### config.mk
export PLATFORM = sky130hd
export DESIGN_NAME = id_ex_stage
export DESIGN_NICKNAME = d
export VERILOG_FILES = /design/src/rtl/id_ex_stage_pkg.sv /design/src/rtl/id_ex_stage_fwd_sel.sv /design/src/rtl/id_ex_stage.sv
export SDC_FILE = /design/constraint.sdc
export NUM_CORES = 1
export LEC_CHECK = 0
export BUFFER_PORTS_ARGS = -buffer_cell sky130_fd_sc_hd__buf_4
export CAP_MARGIN = 20
export CORE_UTILIZATION = 30
export CTS_CLUSTER_DIAMETER = 200
export DETAILED_ROUTE_END_ITERATION = 7
export GPL_ROUTABILITY_DRIVEN = 0
export PLACE_DENSITY = 0.52
export SYNTH_ARGS = -nofsm -noshare
export SYNTH_HDL_FRONTEND = slang
export SYNTH_SLANG_ARGS = --single-unit
### constraint.sdc
create_clock -name clk -period 4.7 [get_ports clk]
set_input_delay 0.705 -clock clk [delete_from_list [all_inputs] [get_ports clk]]
set_output_delay 0.705 -clock clk [all_outputs]
set_load 0.1 [all_outputs]
### src/rtl/id_ex_stage_pkg.sv
// Shared widths, register-zero constant and the control bundle that crosses the ID/EX boundary.
package id_ex_stage_pkg;
    localparam int DW  = 32;
    localparam int AW  = 5;
    localparam int OPW = 4;

    localparam logic [AW-1:0] REG_ZERO = '0;

    typedef struct packed {
        logic           reg_write;
        logic           mem_read;
        logic           mem_write;
        logic           mem_to_reg;
        logic           alu_src;
        logic [OPW-1:0] alu_op;
    } ctrl_t;

    localparam ctrl_t CTRL_BUBBLE = '0;
endpackage

### src/rtl/id_ex_stage_fwd_sel.sv
// Two-source forwarding mux: port 1 beats port 2, register zero is never forwarded.
module fwd_sel
    import id_ex_stage_pkg::*;
#(
    parameter int DW = id_ex_stage_pkg::DW,
    parameter int AW = id_ex_stage_pkg::AW
) (
    input  logic [AW-1:0] i_addr,
    input  logic [DW-1:0] i_base,
    input  logic          i_p1_we,
    input  logic [AW-1:0] i_p1_rd,
    input  logic [DW-1:0] i_p1_data,
    input  logic          i_p2_we,
    input  logic [AW-1:0] i_p2_rd,
    input  logic [DW-1:0] i_p2_data,
    output logic [DW-1:0] o_data
);
    logic w_nz;
    logic w_p1_hit;
    logic w_p2_hit;

    assign w_nz     = (i_addr != AW'(REG_ZERO));
    assign w_p1_hit = w_nz && i_p1_we && (i_p1_rd == i_addr);
    assign w_p2_hit = w_nz && i_p2_we && (i_p2_rd == i_addr);

    always_comb begin
        o_data = i_base;
        if (w_p1_hit)      o_data = i_p1_data;
        else if (w_p2_hit) o_data = i_p2_data;
    end
endmodule

### src/rtl/id_ex_stage.sv
// ID/EX pipeline boundary: write-through capture, EX-side operand forwarding and load-use stall.
module id_ex_stage
    import id_ex_stage_pkg::*;
#(
    parameter int DW  = id_ex_stage_pkg::DW,
    parameter int AW  = id_ex_stage_pkg::AW,
    parameter int OPW = id_ex_stage_pkg::OPW
) (
    input  logic           clk,
    input  logic           rst,
    input  logic           in_valid,
    input  logic [AW-1:0]  rs,
    input  logic [AW-1:0]  rt,
    input  logic [AW-1:0]  rd,
    input  logic           uses_rt,
    input  logic [DW-1:0]  read_data1,
    input  logic [DW-1:0]  read_data2,
    input  logic [DW-1:0]  imm,
    input  logic           reg_write_in,
    input  logic           mem_read_in,
    input  logic           mem_write_in,
    input  logic           mem_to_reg_in,
    input  logic           alu_src_in,
    input  logic [OPW-1:0] alu_op_in,
    input  logic           flush,
    input  logic           exmem_reg_write,
    input  logic [AW-1:0]  exmem_rd,
    input  logic [DW-1:0]  exmem_result,
    input  logic           memwb_reg_write,
    input  logic [AW-1:0]  memwb_rd,
    input  logic [DW-1:0]  memwb_data,
    output logic           hazard_stall,
    output logic           ex_valid,
    output logic [DW-1:0]  ex_a,
    output logic [DW-1:0]  ex_b,
    output logic [DW-1:0]  ex_imm,
    output logic [AW-1:0]  ex_rd,
    output logic [AW-1:0]  ex_rs,
    output logic [AW-1:0]  ex_rt,
    output logic           ex_reg_write,
    output logic           ex_mem_read,
    output logic           ex_mem_write,
    output logic           ex_mem_to_reg,
    output logic           ex_alu_src,
    output logic [OPW-1:0] ex_alu_op
);
    logic          r_valid;
    ctrl_t         r_ctrl;
    logic [DW-1:0] r_a, r_b, r_imm;
    logic [AW-1:0] r_rs, r_rt, r_rd;

    ctrl_t         w_ctrl_in;
    logic [DW-1:0] w_cap_a, w_cap_b;
    logic          w_bubble;

    assign w_ctrl_in = '{reg_write:  reg_write_in,
                         mem_read:   mem_read_in,
                         mem_write:  mem_write_in,
                         mem_to_reg: mem_to_reg_in,
                         alu_src:    alu_src_in,
                         alu_op:     alu_op_in};

    assign hazard_stall = in_valid && r_valid && r_ctrl.mem_read && (r_rd != AW'(REG_ZERO)) &&
                          ((r_rd == rs) || (uses_rt && (r_rd == rt)));

    assign w_bubble = flush || hazard_stall || !in_valid;

    // The register file returns the old value during a same-cycle write, so bypass MEM/WB here.
    fwd_sel #(.DW(DW), .AW(AW)) u_wt_a (
        .i_addr(rs), .i_base(read_data1),
        .i_p1_we(1'b0), .i_p1_rd('0), .i_p1_data('0),
        .i_p2_we(memwb_reg_write), .i_p2_rd(memwb_rd), .i_p2_data(memwb_data),
        .o_data(w_cap_a)
    );

    fwd_sel #(.DW(DW), .AW(AW)) u_wt_b (
        .i_addr(rt), .i_base(read_data2),
        .i_p1_we(1'b0), .i_p1_rd('0), .i_p1_data('0),
        .i_p2_we(memwb_reg_write), .i_p2_rd(memwb_rd), .i_p2_data(memwb_data),
        .o_data(w_cap_b)
    );

    always_ff @(posedge clk or posedge rst) begin
        if (rst) begin
            r_valid <= 1'b0;
            r_ctrl  <= CTRL_BUBBLE;
            r_a     <= '0;
            r_b     <= '0;
            r_imm   <= '0;
            r_rs    <= '0;
            r_rt    <= '0;
            r_rd    <= '0;
        end else if (w_bubble) begin
            // Data fields hold their old values to avoid needless toggling.
            r_valid <= 1'b0;
            r_ctrl  <= CTRL_BUBBLE;
        end else begin
            r_valid <= 1'b1;
            r_ctrl  <= w_ctrl_in;
            r_a     <= w_cap_a;
            r_b     <= w_cap_b;
            r_imm   <= imm;
            r_rs    <= rs;
            r_rt    <= rt;
            r_rd    <= rd;
        end
    end

    fwd_sel #(.DW(DW), .AW(AW)) u_fwd_a (
        .i_addr(r_rs), .i_base(r_a),
        .i_p1_we(exmem_reg_write), .i_p1_rd(exmem_rd), .i_p1_data(exmem_result),
        .i_p2_we(memwb_reg_write), .i_p2_rd(memwb_rd), .i_p2_data(memwb_data),
        .o_data(ex_a)
    );

    fwd_sel #(.DW(DW), .AW(AW)) u_fwd_b (
        .i_addr(r_rt), .i_base(r_b),
        .i_p1_we(exmem_reg_write), .i_p1_rd(exmem_rd), .i_p1_data(exmem_result),
        .i_p2_we(memwb_reg_write), .i_p2_rd(memwb_rd), .i_p2_data(memwb_data),
        .o_data(ex_b)
    );

    assign ex_valid      = r_valid;
    assign ex_imm        = r_imm;
    assign ex_rd         = r_rd;
    assign ex_rs         = r_rs;
    assign ex_rt         = r_rt;
    assign ex_reg_write  = r_ctrl.reg_write;
    assign ex_mem_read   = r_ctrl.mem_read;
    assign ex_mem_write  = r_ctrl.mem_write;
    assign ex_mem_to_reg = r_ctrl.mem_to_reg;
    assign ex_alu_src    = r_ctrl.alu_src;
    assign ex_alu_op     = r_ctrl.alu_op;
endmodule

==> flow_metrics.env, run 1 <==
export IMPL_fin_nets=1128
export IMPL_die_h_um=159
export IMPL_startpoint="ex_rt[1]$_DFFE_PP0N_"
export IMPL_p_leak_uw=0.00466
export IMPL_path_max_fanout=32
export IMPL_antenna_found_initial=1
export IMPL_first_iter_violations=200
export IMPL_h_tree_depth=4
export IMPL_grt_pass1_wl_mm=35.8
export IMPL_placedCellCount=1232
export IMPL_cts_clk_slew_worst_paths_ps=60
export IMPL_viasPerCell=4.60
export IMPL_io_pins=323
export IMPL_finalSetupViolations=0
export IMPL_drive_gt1_share_pct=55.3
export IMPL_area_delta_synth_final_pct=45.2
export IMPL_syn_area_sq_mm=0.00737
export IMPL_dp_hpwl_mm=16.8
export IMPL_fin_crit_ps=3570
export IMPL_die_w_um=159
export IMPL_synthCells=610
export IMPL_finClkSkew_ps=9.78
export IMPL_synth_flop_cell="dfrtp_1"
export IMPL_synth_commonest_cells="121 x dfrtp_1, 81 x mux2_2, 70 x nand2_1"
export IMPL_max_vdd_ir_drop_mv=0.260
export IMPL_ys_seq_area_share_pct=41.1
export IMPL_postCtsHoldBufs=0
export IMPL_drtAntennaViolNets=0
export IMPL_synth_most_common_cell="dfrtp_1"
export IMPL_synth_distinct_cells=32
export IMPL_start_kind="register"
export IMPL_hold_class="register to register"
export IMPL_rsz0062_at_grt="no"
export IMPL_drcViolationCount=0
export IMPL_dieArea_sq_mm=0.0252
export IMPL_synthTopCellsByArea="dfrtp_1 41%, mux2_2 12%, mux2_4 12%"
export IMPL_grt_max_degree=71
export IMPL_synth_seq_cells=121
export IMPL_cts_tree="built"
export IMPL_cts_root_buf="clkbuf_16"
export IMPL_core_area_sq_mm=0.0242
export IMPL_status="finished, final reports clean"
export IMPL_cap_viol_max_count=0
export IMPL_cts_sinks=121
export IMPL_worstSetupPathType="register to primary output"
export IMPL_power_density_mw_per_mm2=456
export IMPL_fp_row_count=57
export IMPL_synth_largest_area_cell="dfrtp_1"
export IMPL_syn_nets=811
export IMPL_ff2ff_setup_slack_ps=2060
export IMPL_worstMarginPinSlew_ps=988
export IMPL_syn_area_per_cell_sq_um=12.1
export IMPL_post_cts_setup_buffer_count=0
export IMPL_cp_required_ps=3990
export IMPL_num_fill_cells=2303
export IMPL_hp_start="ex_imm[13]$_DFFE_PP0N_"
export IMPL_fin_cells=1265
export IMPL_power_uw=4880
export IMPL_post_route_util_pct=44.3
export IMPL_hold_viol=0
export IMPL_endpoint_kind="primary output"
export IMPL_grt_usage_pct=18.3
export IMPL_cts_max_path_buffers=2
export IMPL_port_buffers=322
export IMPL_gr_total_overflow=0
export IMPL_synthArstFlopShare_pct=100
export IMPL_yosys_warnings=0
export IMPL_routed_wl_mm=23.0
export IMPL_min_period_over_period_pct=76.0
export IMPL_cp_arrival_ps=2870
export IMPL_cts_buffers=17
export IMPL_relSlewSlack_pct=34.1
export IMPL_slew_violations=0
export IMPL_cts_repair_resized=0
export IMPL_rr_startpoint="ex_rd[4]$_DFFE_PP0N_"
export IMPL_hold_slack_ps=489
export IMPL_clk_insertion_delay_late_ps=410
export IMPL_fmax_mhz=280
export IMPL_first_pass_iters=4
export IMPL_grt_pass1_vias=6303
export IMPL_setup_tns_ps=0
export IMPL_yosysTopAreaCellShare_pct=41.1
export IMPL_initial_core_util_pct=30.5
export IMPL_vias=5817
export IMPL_synth_edf_count=0
export IMPL_wire_per_inst_um=18.2
through the flow:
stage | setup WS, ps | cell area [sq um]
after floorplan | 22.0 | 7370
after global placement | 1360 | 10100
after CTS | 1070 | 10700
after detailed placement | 1380 | 10100
after global routing | 917 | 10700
final | 1130 | 10700
worst max-delay path, cell delays in order (launching register included):
cell     delay, ps
dfrtp_1        440
or4_1          530
nor2_1         350
nor4_4          90
buf_4          350
mux2i_1        220
o21ai_1        160
buf_4          300
power breakdown:
part / switching, uW / internal [uW]
logic: 1600 / 597
clock network: 516 / 869
registers: 112 / 1190
cell usage in the layout (no fill, tap or decap), types with 4 or more instances in the layout:
cell       instances
buf_4            334
xor2_1            11
nand2_1           70
dfrtp_1          121
mux2_1            34
o21ai_0            4
nand4_1            5
mux2_4            60
mux2_2            81
o21ai_1           61
clkbuf_16         17
xnor2_1           27
nor4_4             4
and2_1             9
mux2i_1           64
nor2_1             4
logic make-up after synthesis:
logic type,count (synthesis),share of synthesized area [%]
muxes,239,38.5
DFF,121,41.1
and+or+nand+nor,103,6.84
AOI/OAI and AO/OA,69,5.33
buffers and inverters,40,3.77
xor gates and xnor gates,38,4.51
final cells by class:
type,instances,area [sq um],area share [%]
multi-input combinational,449,4090,38.2
timing repair buffer,336,2550,23.8
inverter,2,10.0,0.0935
clock buffer,19,453,4.23
clock inverter,13,168,1.57
antenna,1,2.50,0.0234
sequential,121,3030,28.3
tap,324,405,3.79
routing by layer:
layer	GRT usage (%)	routed length, um	up-vias
li1	-	-	2799
met1	21.3	9480	2776
met2	31.1	11200	217
met3	6.90	1940	25
met4	5.87	412	0
met5	0	0	-
worst paths after layout:
check	end	cells past startpoint
worst max-delay path	ex_b[8]	7
worst min-delay path	ex_imm[13]$_DFFE_PP0N_	1
worst max register to register	r_b[16]$_DFFE_PP0N_	6
worst min register to register	ex_imm[13]$_DFFE_PP0N_	1
max in group asynchronous	r_b[12]$_DFFE_PP0N_	3
min in group asynchronous	r_b[6]$_DFFE_PP0N_	2
(Power assumes the default switching activity.)
==> run 2, diff against run 1 <==
clock period = 3.4 ns   (was 4.7 ns; I/O delays follow)
==> run 2 against run 1 <==
Net effect: register-to-register slack worse by 950 ps; clock skew is 4.7 ps higher; cell area is 3.0% higher; setup slack worse by 930 ps; utilization is 1.3 points higher; largest power group unchanged; highest routed layer unchanged.
==> flow_metrics.env, run 2 (same netlist as run 1, synthesis figures left out) <==
export IMPL_wl_met1_mm=9.32
export IMPL_final_common_cell="buf_4"
export IMPL_area_delta_synth_final_pct=49.6
export IMPL_ff2ff_setup_slack_ps=1110
export IMPL_wl_met3_mm=1.97
export IMPL_cts_max_path_buffers=2
export IMPL_slew_violations=0
export IMPL_path_max_fanout=15
export IMPL_clk_insertion_delay_late_ps=410
export IMPL_cts_clk_slew_worst_paths_ps=60
export IMPL_worstSetupPathType="register to primary output"
export IMPL_power_frac_clock_pct=28.0
export IMPL_seqPwrFrac_pct=26.3
export IMPL_grt_usage_pct=18.2
export IMPL_max_vdd_ir_drop_mv=0.294
export IMPL_grt_max_degree=115
export IMPL_status="finished, final reports clean"
export IMPL_hold_class="input pin to asynchronous set/reset pin"
export IMPL_initial_core_util_pct=30.5
export IMPL_die_h_um=159
export IMPL_vias=5882
export IMPL_die_w_um=159
export IMPL_cap_viol_max_count=0
export IMPL_core_area_sq_mm=0.0242
export IMPL_wire_per_inst_um=17.9
export IMPL_dp_hpwl_mm=16.6
export IMPL_antenna_found_initial=0
export IMPL_p_comb_share_pct=45.7
export IMPL_power_density_mw_per_mm2=618
export IMPL_post_cts_setup_buffer_count=0
export IMPL_fin_crit_ps=3200
export IMPL_port_buffers=322
export IMPL_postCtsHoldBufs=0
export IMPL_p_leak_uw=0.00475
export IMPL_power_internal_uw=3730
export IMPL_rsz0062_at_grt="no"
export IMPL_dieArea_sq_mm=0.0252
export IMPL_h_tree_depth=4
export IMPL_cts_tree="built"
export IMPL_num_fill_cells=2314
export IMPL_placedCellCount=1233
export IMPL_first_pass_iters=6
export IMPL_cts_sinks=121
export IMPL_cts_root_buf="clkbuf_16"
export IMPL_finClkSkew_ps=14.4
export IMPL_worstMarginPinSlew_ps=717
export IMPL_first_iter_violations=211
export IMPL_fin_nets=1129
export IMPL_place_area_sq_mm=0.0104
export IMPL_wl_met2_mm=11.1
export IMPL_io_pins=323
export IMPL_fmax_mhz=313
export IMPL_post_place_ws_ps=591
export IMPL_stdcell_area_sq_mm=0.0110
export IMPL_start_kind="register"
export IMPL_setup_tns_ps=0
export IMPL_setup_ws_ps=201
export IMPL_hold_viol=0
export IMPL_gr_total_overflow=0
export IMPL_num_antenna_cells=0
export IMPL_min_period_over_period_pct=94.1
export IMPL_routed_wl_mm=22.6
export IMPL_grt_pass1_vias=6197
export IMPL_cp_arrival_ps=2690
export IMPL_finalSetupViolations=0
export IMPL_viasPerCell=4.65
export IMPL_p_switching_uw=3090
export IMPL_cts_buffers=17
export IMPL_fp_row_count=57
export IMPL_drive_gt1_share_pct=61.7
export IMPL_endpoint_kind="primary output"
export IMPL_top_layer_used="met4"
export IMPL_relSlewSlack_pct=52.2
export IMPL_drtAntennaViolNets=0
export IMPL_grt_pass1_wl_mm=35.4
export IMPL_final_cell_mix="332 x buf_4, 121 x dfrtp_1, 81 x mux2_2, 70 x nand2_1, 64 x mux2i_1"
export IMPL_cp_required_ps=2890
export IMPL_cts_repair_resized=0
export IMPL_post_route_util_pct=45.6
export IMPL_p_sw_share_pct=45.3
export IMPL_fin_cells=1265
export IMPL_drcViolationCount=0
[run 2: cell types whose count changed in the layout (fill, tap and decap cells not counted), sizes merged]
cell,delta
clkbuf,+3
clkinvlp,+3
buf,+1
clkinv,-2
inv,-4
diode,-1
[run 2: routing by layer]
layer | track usage, % | vias to the layer above
li1 | - | 2830
met1 | 21.5 | 2830
met2 | 30.8 | 206
met3 | 6.56 | 16
met4 | 4.99 | 0
met5 | 0 | -
[run 2: per-stage QoR]
stage	power, uW	hold slack, ps
6_report	6820	154
4_1_cts	6910	160
2_1_floorplan	4190	457
5_1_grt	7080	195
3_5_place_dp	4960	476
3_3_place_gp	4950	470
[run 2: worst max-delay path: stages (launching register included)]
cell,delay [ps]
dfrtp_1,430
or4_1,530
nor2_1,300
nor4_4,100
buf_4,250
mux2i_1,220
o21ai_2,150
buf_4,300
[run 2: layout make-up]
class,count,area (sq um),share of cell area [%]
sequential,121,3030,27.4
multi-input combinational,449,4380,39.7
timing repair buffer,337,2590,23.5
clock inverter,10,143,1.29
tap,324,405,3.67
clock buffer,22,474,4.30
inverter,2,11.3,0.102
[run 2: worst paths after layout]
| kind | startpoint | end | cells past startpoint |
|---|---|---|---|
| max in group asynchronous | rst | r_a[22]$_DFFE_PP0N_ | 3 |
| min in group clk | mem_write_in | ex_mem_write$_DFF_PP0_ | 2 |
| hold reg to reg | ex_imm[30]$_DFFE_PP0N_ | ex_imm[30]$_DFFE_PP0N_ | 1 |
| hold / removal | rst | ex_imm[12]$_DFFE_PP0N_ | 2 |
| setup / recovery | ex_rs[3]$_DFFE_PP0N_ | ex_a[0] | 7 |
| setup reg to reg | ex_rd[4]$_DFFE_PP0N_ | r_b[11]$_DFFE_PP0N_ | 6 |
[run 2: power by group through the flow]
| stage | Sequential [uW] | Clock, uW | Combinational, uW |
|---|---|---|---|
| floorplan | 2420 | 0 | 1770 |
| global placement | 1810 | 0 | 3140 |
| detailed placement | 1810 | 0 | 3140 |
| CTS | 1790 | 1970 | 3140 |
| global route | 1820 | 2020 | 3230 |
| finish | 1790 | 1910 | 3120 |
